`config.mk`:
```
export PLATFORM = sky130hd
export DESIGN_NAME = seq_counter
export DESIGN_NICKNAME = d
export VERILOG_FILES = /design/src/rtl/seq_counter.sv
export SDC_FILE = /design/constraint.sdc
export NUM_CORES = 1
export LEC_CHECK = 0
export CAP_MARGIN = 20
export CORE_MARGIN = 4
export CORE_UTILIZATION = 25
export DETAILED_ROUTE_END_ITERATION = 8
export DONT_BUFFER_PORTS = 1
export GPL_TIMING_DRIVEN = 0
export MAX_ROUTING_LAYER = met4
export SKIP_CTS_REPAIR_TIMING = 1
export SYNTH_ARGS = -nofsm -noshare
export SYNTH_HDL_FRONTEND = slang
export SYNTH_SLANG_ARGS = --single-unit
```
`constraint.sdc`:
```
create_clock -name clk -period 5.77 [get_ports clk]
set_input_delay 0.577 -clock clk [delete_from_list [all_inputs] [get_ports clk]]
set_output_delay 0.577 -clock clk [all_outputs]
set_load 0.05 [all_outputs]
```
`src/rtl/seq_counter.sv`:
```
// seq_counter: step-pattern generator with ring, Johnson, binary and Gray modes, selectable at runtime.
// Optional build macro SEQCNT_RECOVER_EN: an advance from an illegal state reloads the mode seed.
module seq_counter #(
   parameter int WIDTH = 4
) (
   input  logic             clk,
   input  logic             reset,
   input  logic             en,
   input  logic             load,
   input  logic             dir,
   input  logic [1:0]       mode,
   input  logic [WIDTH-1:0] data_in,
   output logic [WIDTH-1:0] count,
   output logic             wrap,
   output logic             illegal
);

   typedef enum logic [1:0] {
      MODE_RING    = 2'd0,
      MODE_JOHNSON = 2'd1,
      MODE_BINARY  = 2'd2,
      MODE_GRAY    = 2'd3
   } mode_e;

   localparam logic [WIDTH-1:0] ZERO     = '0;
   localparam logic [WIDTH-1:0] ALL_ONES = '1;
   localparam logic [WIDTH-1:0] ONE      = {{(WIDTH-1){1'b0}}, 1'b1};
   localparam logic [WIDTH-1:0] MSB_ONLY = {1'b1, {(WIDTH-1){1'b0}}};

   function automatic logic [WIDTH-1:0] gray2bin(input logic [WIDTH-1:0] g);
      logic [WIDTH-1:0] b;
      b = g;
      for (int i = WIDTH - 2; i >= 0; i--) begin
         b[i] = b[i+1] ^ g[i];
      end
      return b;
   endfunction

   function automatic logic [WIDTH-1:0] bin2gray(input logic [WIDTH-1:0] b);
      return b ^ (b >> 1);
   endfunction

   mode_e            mode_sel;
   logic [WIDTH-1:0] count_q, count_d;
   logic             wrap_q, wrap_d;

   logic [WIDTH-1:0] ring_fwd, ring_rev;
   logic [WIDTH-1:0] john_fwd, john_rev;
   logic [WIDTH-1:0] bin_fwd, bin_rev;
   logic [WIDTH-1:0] gray_bin, gray_fwd, gray_rev;
   logic             ring_legal, john_legal;
   logic [WIDTH-1:0] step_val;
   logic             step_wrap;

   assign mode_sel = mode_e'(mode);

   assign ring_fwd = {count_q[WIDTH-2:0], count_q[WIDTH-1]};
   assign ring_rev = {count_q[0], count_q[WIDTH-1:1]};
   assign john_fwd = {count_q[WIDTH-2:0], ~count_q[WIDTH-1]};
   assign john_rev = {~count_q[0], count_q[WIDTH-1:1]};
   assign bin_fwd  = count_q + ONE;
   assign bin_rev  = count_q - ONE;
   assign gray_bin = gray2bin(count_q);
   assign gray_fwd = bin2gray(gray_bin + ONE);
   assign gray_rev = bin2gray(gray_bin - ONE);

   // Johnson codes are exactly the words with at most one neighbouring-bit change.
   assign ring_legal = ($countones(count_q) == 1);
   assign john_legal = ($countones(count_q[WIDTH-1:1] ^ count_q[WIDTH-2:0]) <= 1);

   always_comb begin
      illegal = 1'b0;
      case (mode_sel)
         MODE_RING:    illegal = ~ring_legal;
         MODE_JOHNSON: illegal = ~john_legal;
         MODE_BINARY:  illegal = 1'b0;
         MODE_GRAY:    illegal = 1'b0;
         default:      illegal = 1'b0;
      endcase
   end

   // Candidate step and whether it leaves the sequence's terminal state.
   always_comb begin
      step_val  = count_q;
      step_wrap = 1'b0;
      case (mode_sel)
         MODE_RING: begin
            step_val  = dir ? ring_rev : ring_fwd;
            step_wrap = dir ? (count_q == ONE) : (count_q == MSB_ONLY);
         end
         MODE_JOHNSON: begin
            step_val  = dir ? john_rev : john_fwd;
            step_wrap = dir ? (count_q == ZERO) : (count_q == MSB_ONLY);
         end
         MODE_BINARY: begin
            step_val  = dir ? bin_rev : bin_fwd;
            step_wrap = dir ? (count_q == ZERO) : (count_q == ALL_ONES);
         end
         MODE_GRAY: begin
            step_val  = dir ? gray_rev : gray_fwd;
            step_wrap = dir ? (count_q == ZERO) : (count_q == MSB_ONLY);
         end
         default: begin
            step_val  = count_q;
            step_wrap = 1'b0;
         end
      endcase
   end

   always_comb begin
      count_d = count_q;
      wrap_d  = 1'b0;
      if (load) begin
         count_d = data_in;
      end else if (en) begin
         if (illegal) begin
`ifdef SEQCNT_RECOVER_EN
            count_d = (mode_sel == MODE_RING) ? ONE : ZERO;
`else
            count_d = count_q;
`endif
         end else begin
            count_d = step_val;
            wrap_d  = step_wrap;
         end
      end
   end

   always_ff @(posedge clk or posedge reset) begin
      if (reset) begin
         count_q <= ONE;
         wrap_q  <= 1'b0;
      end else begin
         count_q <= count_d;
         wrap_q  <= wrap_d;
      end
   end

   assign count = count_q;
   assign wrap  = wrap_q;

endmodule

```
After elaboration in Yosys (flattened, before gate mapping)
Cells that the tools add are included.
- bits of input ports: 11
- logic and storage cells: 52
- register bits: 5
- bitwise gates (word level): 10
- $add $sub $neg: 9
- reduce and logical (&&, ||, !) cells: 6
- mux-type cells: 16
- $lt $le $gt $ge: 1
- equal/unequal tests: 8
- operators with widths (kind ; count):
    $mux W4 ; 7
    $pmux W4 S4 ; 1
    $add A4 B1 Y4 const B ; 2
    $eq A4 B4 Y1 const B ; 2
    $sub A4 B1 Y4 const B ; 2
    $xor A4 B3 Y4 ; 2
    $add A1 B1 Y2 ; 3
    $mux W1 ; 6
    $pmux W1 S3 ; 2
    $eq A2 B2 Y1 const B ; 2
    $eq A4 B1 Y1 const B ; 1
    $logic_not A4 Y1 ; 1
    $not A1 Y1 ; 4
    $reduce_or A2 Y1 ; 2
    $add A2 B1 Y3 ; 1
    $add A2 B2 Y3 ; 1
    $eq A3 B1 Y1 const B ; 1
    $le A3 B1 Y1 const B ; 1
    $xor A1 B1 Y1 ; 3
    $xor A3 B3 Y3 ; 1
    $eq A2 B1 Y1 const B ; 1
    $logic_not A2 Y1 ; 1
    $ne A2 B2 Y1 const B ; 1
    $reduce_and A2 Y1 ; 1
    $reduce_bool A2 Y1 ; 1

Logic depth before layout (Yosys ltp)
Gate-level depths: netlist of run 1.
- word-level depth: 10
- depth in mapped cells: 11

Worst setup path after synthesis of run 1
OpenSTA, ideal clock, no wires.
- path type: flip-flop to output port
- start: register count_q[1] (netlist: count[1])
- end: output port illegal
- stages on the path, launching flop included: 9
- buffers on the path: 1
- slack: 1896 ps
- data arrival time: 3297 ps
- cell sequence: dfrtp_1 clkbuf_1 inv_1 fa_1 inv_1 ha_1 ha_1 nor4b_4 nor3_1
- cells in the longest elaborated chain, start to end: 6
- elaborated cells on any way between the ends: 10
- classes of those cells: add/sub (4); order compare (1); eq/ne (1); mux (1); bitwise (3)
- RTL lines (item ; line ; text):
    start: declaration ; 44 ; logic [WIDTH-1:0] count_q, count_d;
    start signal: assignment ; 134 ; count_q <= count_d;
    $xor A3 B3 Y3 ; 69 ; assign john_legal = ($countones(count_q[WIDTH-1:1] ^ count_q[WIDTH-2:0]) <= 1);
    $add A1 B1 Y2 ; 69 ;
    $add A2 B1 Y3 ; 69 ;
    $le A3 B1 Y1 ; 69 ;
    $not A1 Y1 ; 75 ; MODE_JOHNSON: illegal = ~john_legal;
    $pmux W1 S3 * ; 73 ; case (mode_sel)
    end: declaration ; 15 ; output logic illegal
Every way passes the cells marked *; elsewhere a longest branch is shown, timed or not.

Final worst setup path of run 1
Same ends and word-level chain as after synthesis.

==> run metrics, run 1 <==
CTS sink cnt 5; io pins 17; Ys Warns 0; row count 22; Critical Path Start Type register; CP required between 5 and 6 ns; Num CTS Buffers 3; outcome finished clean; Die Span Y 70.6 µm; port bufs 0; Antenna Nets Post-Route 0; Post-Syn Nets approximately 140; layout cell share with drive strength beyond 1 approximately an eighth; DR WL/cell 15.3 µm; maximum vdd drop around 84 µV; GPL Wtd Cong about 0.83; htree depth 1; drt via density between 5 and 6; Final Slew Violations 0; vias in the first global route 960; cells after synthesis 117; Cells after DPL about 170; Post-Layout Cell Count 169; Setup WS post-layout 1.77 ns; synthesized area 978 µm²; Critical Path AT ~3.4 ns; DR iter-0 viols 100; antenna cells 0; core area 3720 µm²; post-synthesis xor/xnor area fraction 8.18%; Mapped Avg Cell Area roughly 8.4 µm²; Root Driver clkbuf_8; fin nets around 150; Leakage ~0.44 nW; HPWL after DPL between 2000 and 2500 µm; Post-synth EDFFs 0; ys flop type dfrtp_1; largest fanout on the critical path 10; Pre-antenna DRT Iters 4; Post-Route WL ~2600 µm; initial antenna violation count 0; power per cell area 346 nW/µm²; crit path capture type output port; MaxCap Viol Count 0; Placed Area around 1000 µm²; Yosys top cell area share between 10% and 20%; setup TNS 0 ns; global-route wire length before repair 4520 µm; die area 4980 µm²; TritonCTS clock tree done; r2r worst-path depth 10; final hold viol count 0; Worst Tran Pin Value 0.853 ns; # setup viols final 0; Final Cycle Share approximately 69%; largest family of logic cells by synthesized area simple AND/OR/NAND/NOR gates; Max Freq ~0.25 GHz; Worst Hold Class in2async; Clock Latency Late Sink 0.22 ns; Yosys cell types 45; Worst slew margin between 40% and 50%; largest cells by area after synthesis ha_1 18%, dfrtp_1 10%, mux2i_1 5.1%; Seq cells post-synth 5; Starting Density 26.3%; Tmin final approximately 4 ns; Die W between 70 and 80 µm; CTS Buffer Depth 2; WS Path Type reg2out; Post-Place Setup Slack 1.86 ns; Synth async-reset ratio 100%; Clk pin slew, worst setup/hold paths approximately 0.040 ns; post-synth top area cell ha_1; mux cell area share after synthesis ~8.6%; Area Overhead vs Synth 11.3%; Design Area, Final between 1000 and 1500 µm²; Post-Synth Adder-Cell Area around a fifth; Overflow after GRT 0; post-synthesis simple-gate area fraction between 20% and 30%; RSZ-0062 raised after global routing false; Fin Clk Skew 0.00202 ns; via count 911; # DRC 0; Seq/Total Area, Yosys approximately an eighth; Hold Slack between 0.1 and 0.15 ns; gr usage total between 10% and 20%; post-synthesis compound-gate area fraction between 10% and 20%; largest net degree at the start of global routing 11
-- registers in the layout, summed over array words and instances (netlist names) --
register	cells
count	4
wrap	1
-- area by class of cell --
cell class	instances	area (µm²)
Fill cell	411	2630
Buffer	8	50.0
Multi-Input combinational cell	94	769
Clock buffer	4	45.0
Tap cell	48	60.1
Sequential cell	5	126
Inverter	10	37.5
-- cell usage in the layout, fill, tap and decap left out, drive strengths merged --
master   synthesis  routed
a41oi            1       1
a21oi            4       4
or3b             1       1
dfstp            1       1
or2              1       1
a21boi           1       1
xnor2            6       6
a211oi           2       2
nor4b            2       2
o221ai           1       1
and3             1       1
clkbuf           4       8
nand2           13      13
mux2i            5       5
xor2             1       1
nand4            1       1
a32oi            1       1
nor2             4       4
inv             10      10
mux2             1       1
a2111oi          1       1
or3              1       1
nor3             2       2
or4              2       2
o211ai           3       3
o31a             1       1
ha              14      14
a2bb2oi          1       1
mux4             1       1
nor4             2       2
nor2b            3       3
dfrtp            4       4
fa               1       1
a22oi            1       1
a31oi            1       1
o31ai            3       3
nand3            4       4
buf              4       4
o21ai            7       7
-- cells by family after synthesis --
logic type                 Yosys count
xor gates and xnor gates             7
and+or+nand+nor                     37
muxes                                7
adders and majority gates           15
DFF                                  5
AOI/OAI and AO/OA                   28
buffers and inverters               18
-- metal layers --
metal	track usage (%)	part of all wire, %	vias up
met5	-	0	-
met4	2.51	1.5	0
met3	3.84	9.4	4
met2	17.6	46	41
met1	14.3	43	434
li1	-	-	432
-- synthesized netlist by cell type, drive strengths merged, types with 3 or more instances --
| master | n |
|---|---|
| xnor2 | 6 |
| ha | 14 |
| o211ai | 3 |
| nand2 | 13 |
| mux2i | 5 |
| o21ai | 7 |
| o31ai | 3 |
| dfrtp | 4 |
| a21oi | 4 |
| nor2 | 4 |
| nand3 | 4 |
| nor2b | 3 |
| inv | 10 |
| clkbuf | 4 |
| buf | 4 |
-- critical path, cell delays in order, from the launching register on --
cell and delay [ns]:
dfrtp_1 0.68, clkbuf_1 0.41, inv_1 0.26, fa_1 0.56, inv_1 0.04, ha_1 0.17
ha_1 0.31, nor4b_4 0.06, nor3_2 0.69
-- power breakdown --
group / switching (mW) / total [mW] / internal, mW
logic: 0.132 / 0.238 / 0.105
registers: 0.0343 / 0.0762 / 0.0419
clock network: 0.0161 / 0.0634 / 0.0473
total: 0.183 / 0.377 / 0.194
-- path summary, 6_finish.rpt --
path	to	slack [ns]	from
max	illegal	1.77	count[1]
min	count[1]	0.14	reset
max reg2reg	count[2]	1.83	count[1]
min reg2reg	count[2]	1.10	count[2]
max in group asynchronous	count[0]	5.39	reset
min in group clk	count[0]	0.46	data_in[0]
-- metrics by stage --
| stage | power, mW | utilization, % |
|---|---|---|
| 6_report | 0.377 | 29.3 |
| 3_5_place_dp | 0.314 | 28.1 |
| 3_3_place_gp | 0.304 | 27.9 |
| 5_1_grt | 0.415 | 29.3 |
| 4_1_cts | 0.380 | 29.3 |
| 2_1_floorplan | 0.268 | - |
Power figures use the tool's default switching activity.
==> run 2: changes to the inputs <==
==> constraint.sdc (replaced) <==
create_clock -name clk -period 4.03 [get_ports clk]
set_input_delay 0.403 -clock clk [delete_from_list [all_inputs] [get_ports clk]]
set_output_delay 0.403 -clock clk [all_outputs]
set_load 0.05 [all_outputs]
==> run 2 against run 1 <==
  * Hold slack better by 0.14 ns
  * Global-route usage is the same
  * Core utilization is 0.30 points higher
  * First-iteration DRC count is 4.0% lower
  * Via count shrank 0.11%
  * Critical path depth up 2
  * Power rose by 44%
  * Critical endpoint is now count[2]
  * Largest cell class unchanged
==> run metrics, run 2 (same netlist as run 1, synthesis figures left out) <==
Leakage 0.446 nW (was 0.443 nW); antenna cells 0 (unchanged); maximum vdd drop 120 µV (was 83.6 µV); # setup viols final 0 (unchanged); Hold Slack 0.287 ns (was 0.144 ns); HPWL after DPL 2020 µm (unchanged); CTS sink cnt 5 (unchanged); DR iter-0 viols 96 (was 100); commonest non-fill, non-tap cell in the layout ha_1 (unchanged); Largest register FFs 4 (unchanged); gr usage total 11.3% (unchanged); Root Driver clkbuf_8 (unchanged); outcome finished clean (unchanged); Worst Tran Pin Value 0.853 ns (unchanged); setup TNS 0 ns (unchanged); Starting Density 26.3% (unchanged); WS Path Type reg2reg (was reg2out); row count 22 (unchanged); MaxCap Viol Count 0 (unchanged); r2r worst-path depth 10 (unchanged); Worst Hold Class in2reg (was in2async); htree depth 1 (unchanged); TritonCTS clock tree done (unchanged); Clk pin slew, worst setup/hold paths 0.04 ns (about the same); die area 4980 µm² (unchanged); RSZ-0062 raised after global routing false (unchanged); Antenna Nets Post-Route 0 (unchanged); Tmin final roughly 3.8 ns; Cells after DPL 165 (unchanged); Final Cycle Share between 90% and 100%; largest fanout on the critical path 10 (unchanged); layout cell share with drive strength beyond 1 13.1% (was 12.4%); Die W 70.6 µm (unchanged); Critical Path Start Type register (unchanged); Die Span Y 70.6 µm (unchanged); via count 910 (was 911); vias in the first global route 960 (unchanged); Num CTS Buffers 3 (unchanged); GPL Wtd Cong 0.825 (unchanged); core area 3720 µm² (unchanged); CTS Buffer Depth 2 (unchanged); Post-Layout Cell Count 170 (was 169); Overall Power 0.541 mW (was 0.377 mW); CP required 4.13 ns (was 5.19 ns); Hold Path Stages 2; fin nets 149 (was 148); Clock Latency Late Sink 0.22 ns (about the same); drt via density 5.35 (was 5.39); Critical Path AT 3.88 ns (was 3.43 ns); crit path capture type register (was output port); Post-Route WL 2590 µm (was 2580 µm); global-route wire length before repair 4520 µm (unchanged); Pre-antenna DRT Iters 4 (unchanged); port bufs 0 (unchanged); most frequent cells in the layout 14 x ha_1, 13 x nand2_1, 10 x inv_1 (unchanged); Max Freq around 0.26 GHz; Overflow after GRT 0 (unchanged); final hold viol count 0 (unchanged); # DRC 0 (unchanged); largest net degree at the start of global routing 11 (unchanged); Worst slew margin 42.8% (unchanged); power per cell area 492 nW/µm² (was 346 nW/µm²); Fin Clk Skew 0.00210 ns (was 0.00202 ns); io pins 17 (unchanged); Area Overhead vs Synth 12.4% (was 11.3%); Final Slew Violations 0 (unchanged); initial antenna violation count 0 (unchanged); DR WL/cell 15.3 µm (about the same)
[run 2: cell types whose count changed in the layout (fill, tap and decap cells not counted)]
cell and delta:
dfrtp_1 -1, dfrtp_2 +1, dlygate4sd3_1 +1
[run 2: power breakdown]
group / leakage, nW / total [mW] / switching [mW] / internal (mW)
Clock: 0.0228 / 0.0908 / 0.0230 / 0.0678
Combinational: 0.365 / 0.341 / 0.190 / 0.151
Sequential: 0.0583 / 0.109 / 0.0491 / 0.0603
[run 2: path summary, 6_finish.rpt]
kind,startpoint,endpoint,slack [ns]
min in group asynchronous,reset,wrap,0.52
worst max register to register,count[1],count[2],0.25
worst min register to register,count[2],count[2],1.10
worst max-delay path,count[1],count[2],0.25
worst min-delay path,data_in[0],count[0],0.29
max in group asynchronous,reset,count[0],3.27
[run 2: stage by stage]
step | instance area (µm²) | setup slack [ns] | util [%]
5_1_grt | 1100 | 0.0395 | 29.6
4_1_cts | 1090 | 0.0939 | 29.3
3_5_place_dp | 1040 | 0.116 | 28.1
2_1_floorplan | 978 | 0.330 | -
6_report | 1100 | 0.248 | 29.6
3_3_place_gp | 1040 | 0.0153 | 27.9
[run 2: routing by layer]
metal	part of all wire (%)	routed length (µm)	global-route usage, %	vias to the layer above
met1	44	1140	14.3	433
met3	8.9	231	3.84	4
met5	0	0	-	-
met2	46	1180	17.6	39
li1	-	-	-	434
met4	1.5	38	2.51	0
[run 2: area by class of cell]
| type | instances | area [µm²] |
|---|---|---|
| fill | 411 | 2620 |
| multi-input combinational | 94 | 769 |
| sequential | 5 | 128 |
| tap | 48 | 60.1 |
| buffer | 8 | 50.0 |
| clock buffer | 4 | 45.0 |
| inverter | 10 | 37.5 |
| timing repair buffer | 1 | 10.0 |
[run 2: critical path, cell delays in order, from the launching register on]
cell and delay [ns]:
dfrtp_2 0.54, clkbuf_1 0.40, inv_1 0.26, fa_1 0.56, inv_1 0.04, ha_1 0.17
ha_1 0.30, nor4b_4 0.34, o31ai_2 0.19, or4_1 0.54, o31a_1 0.30
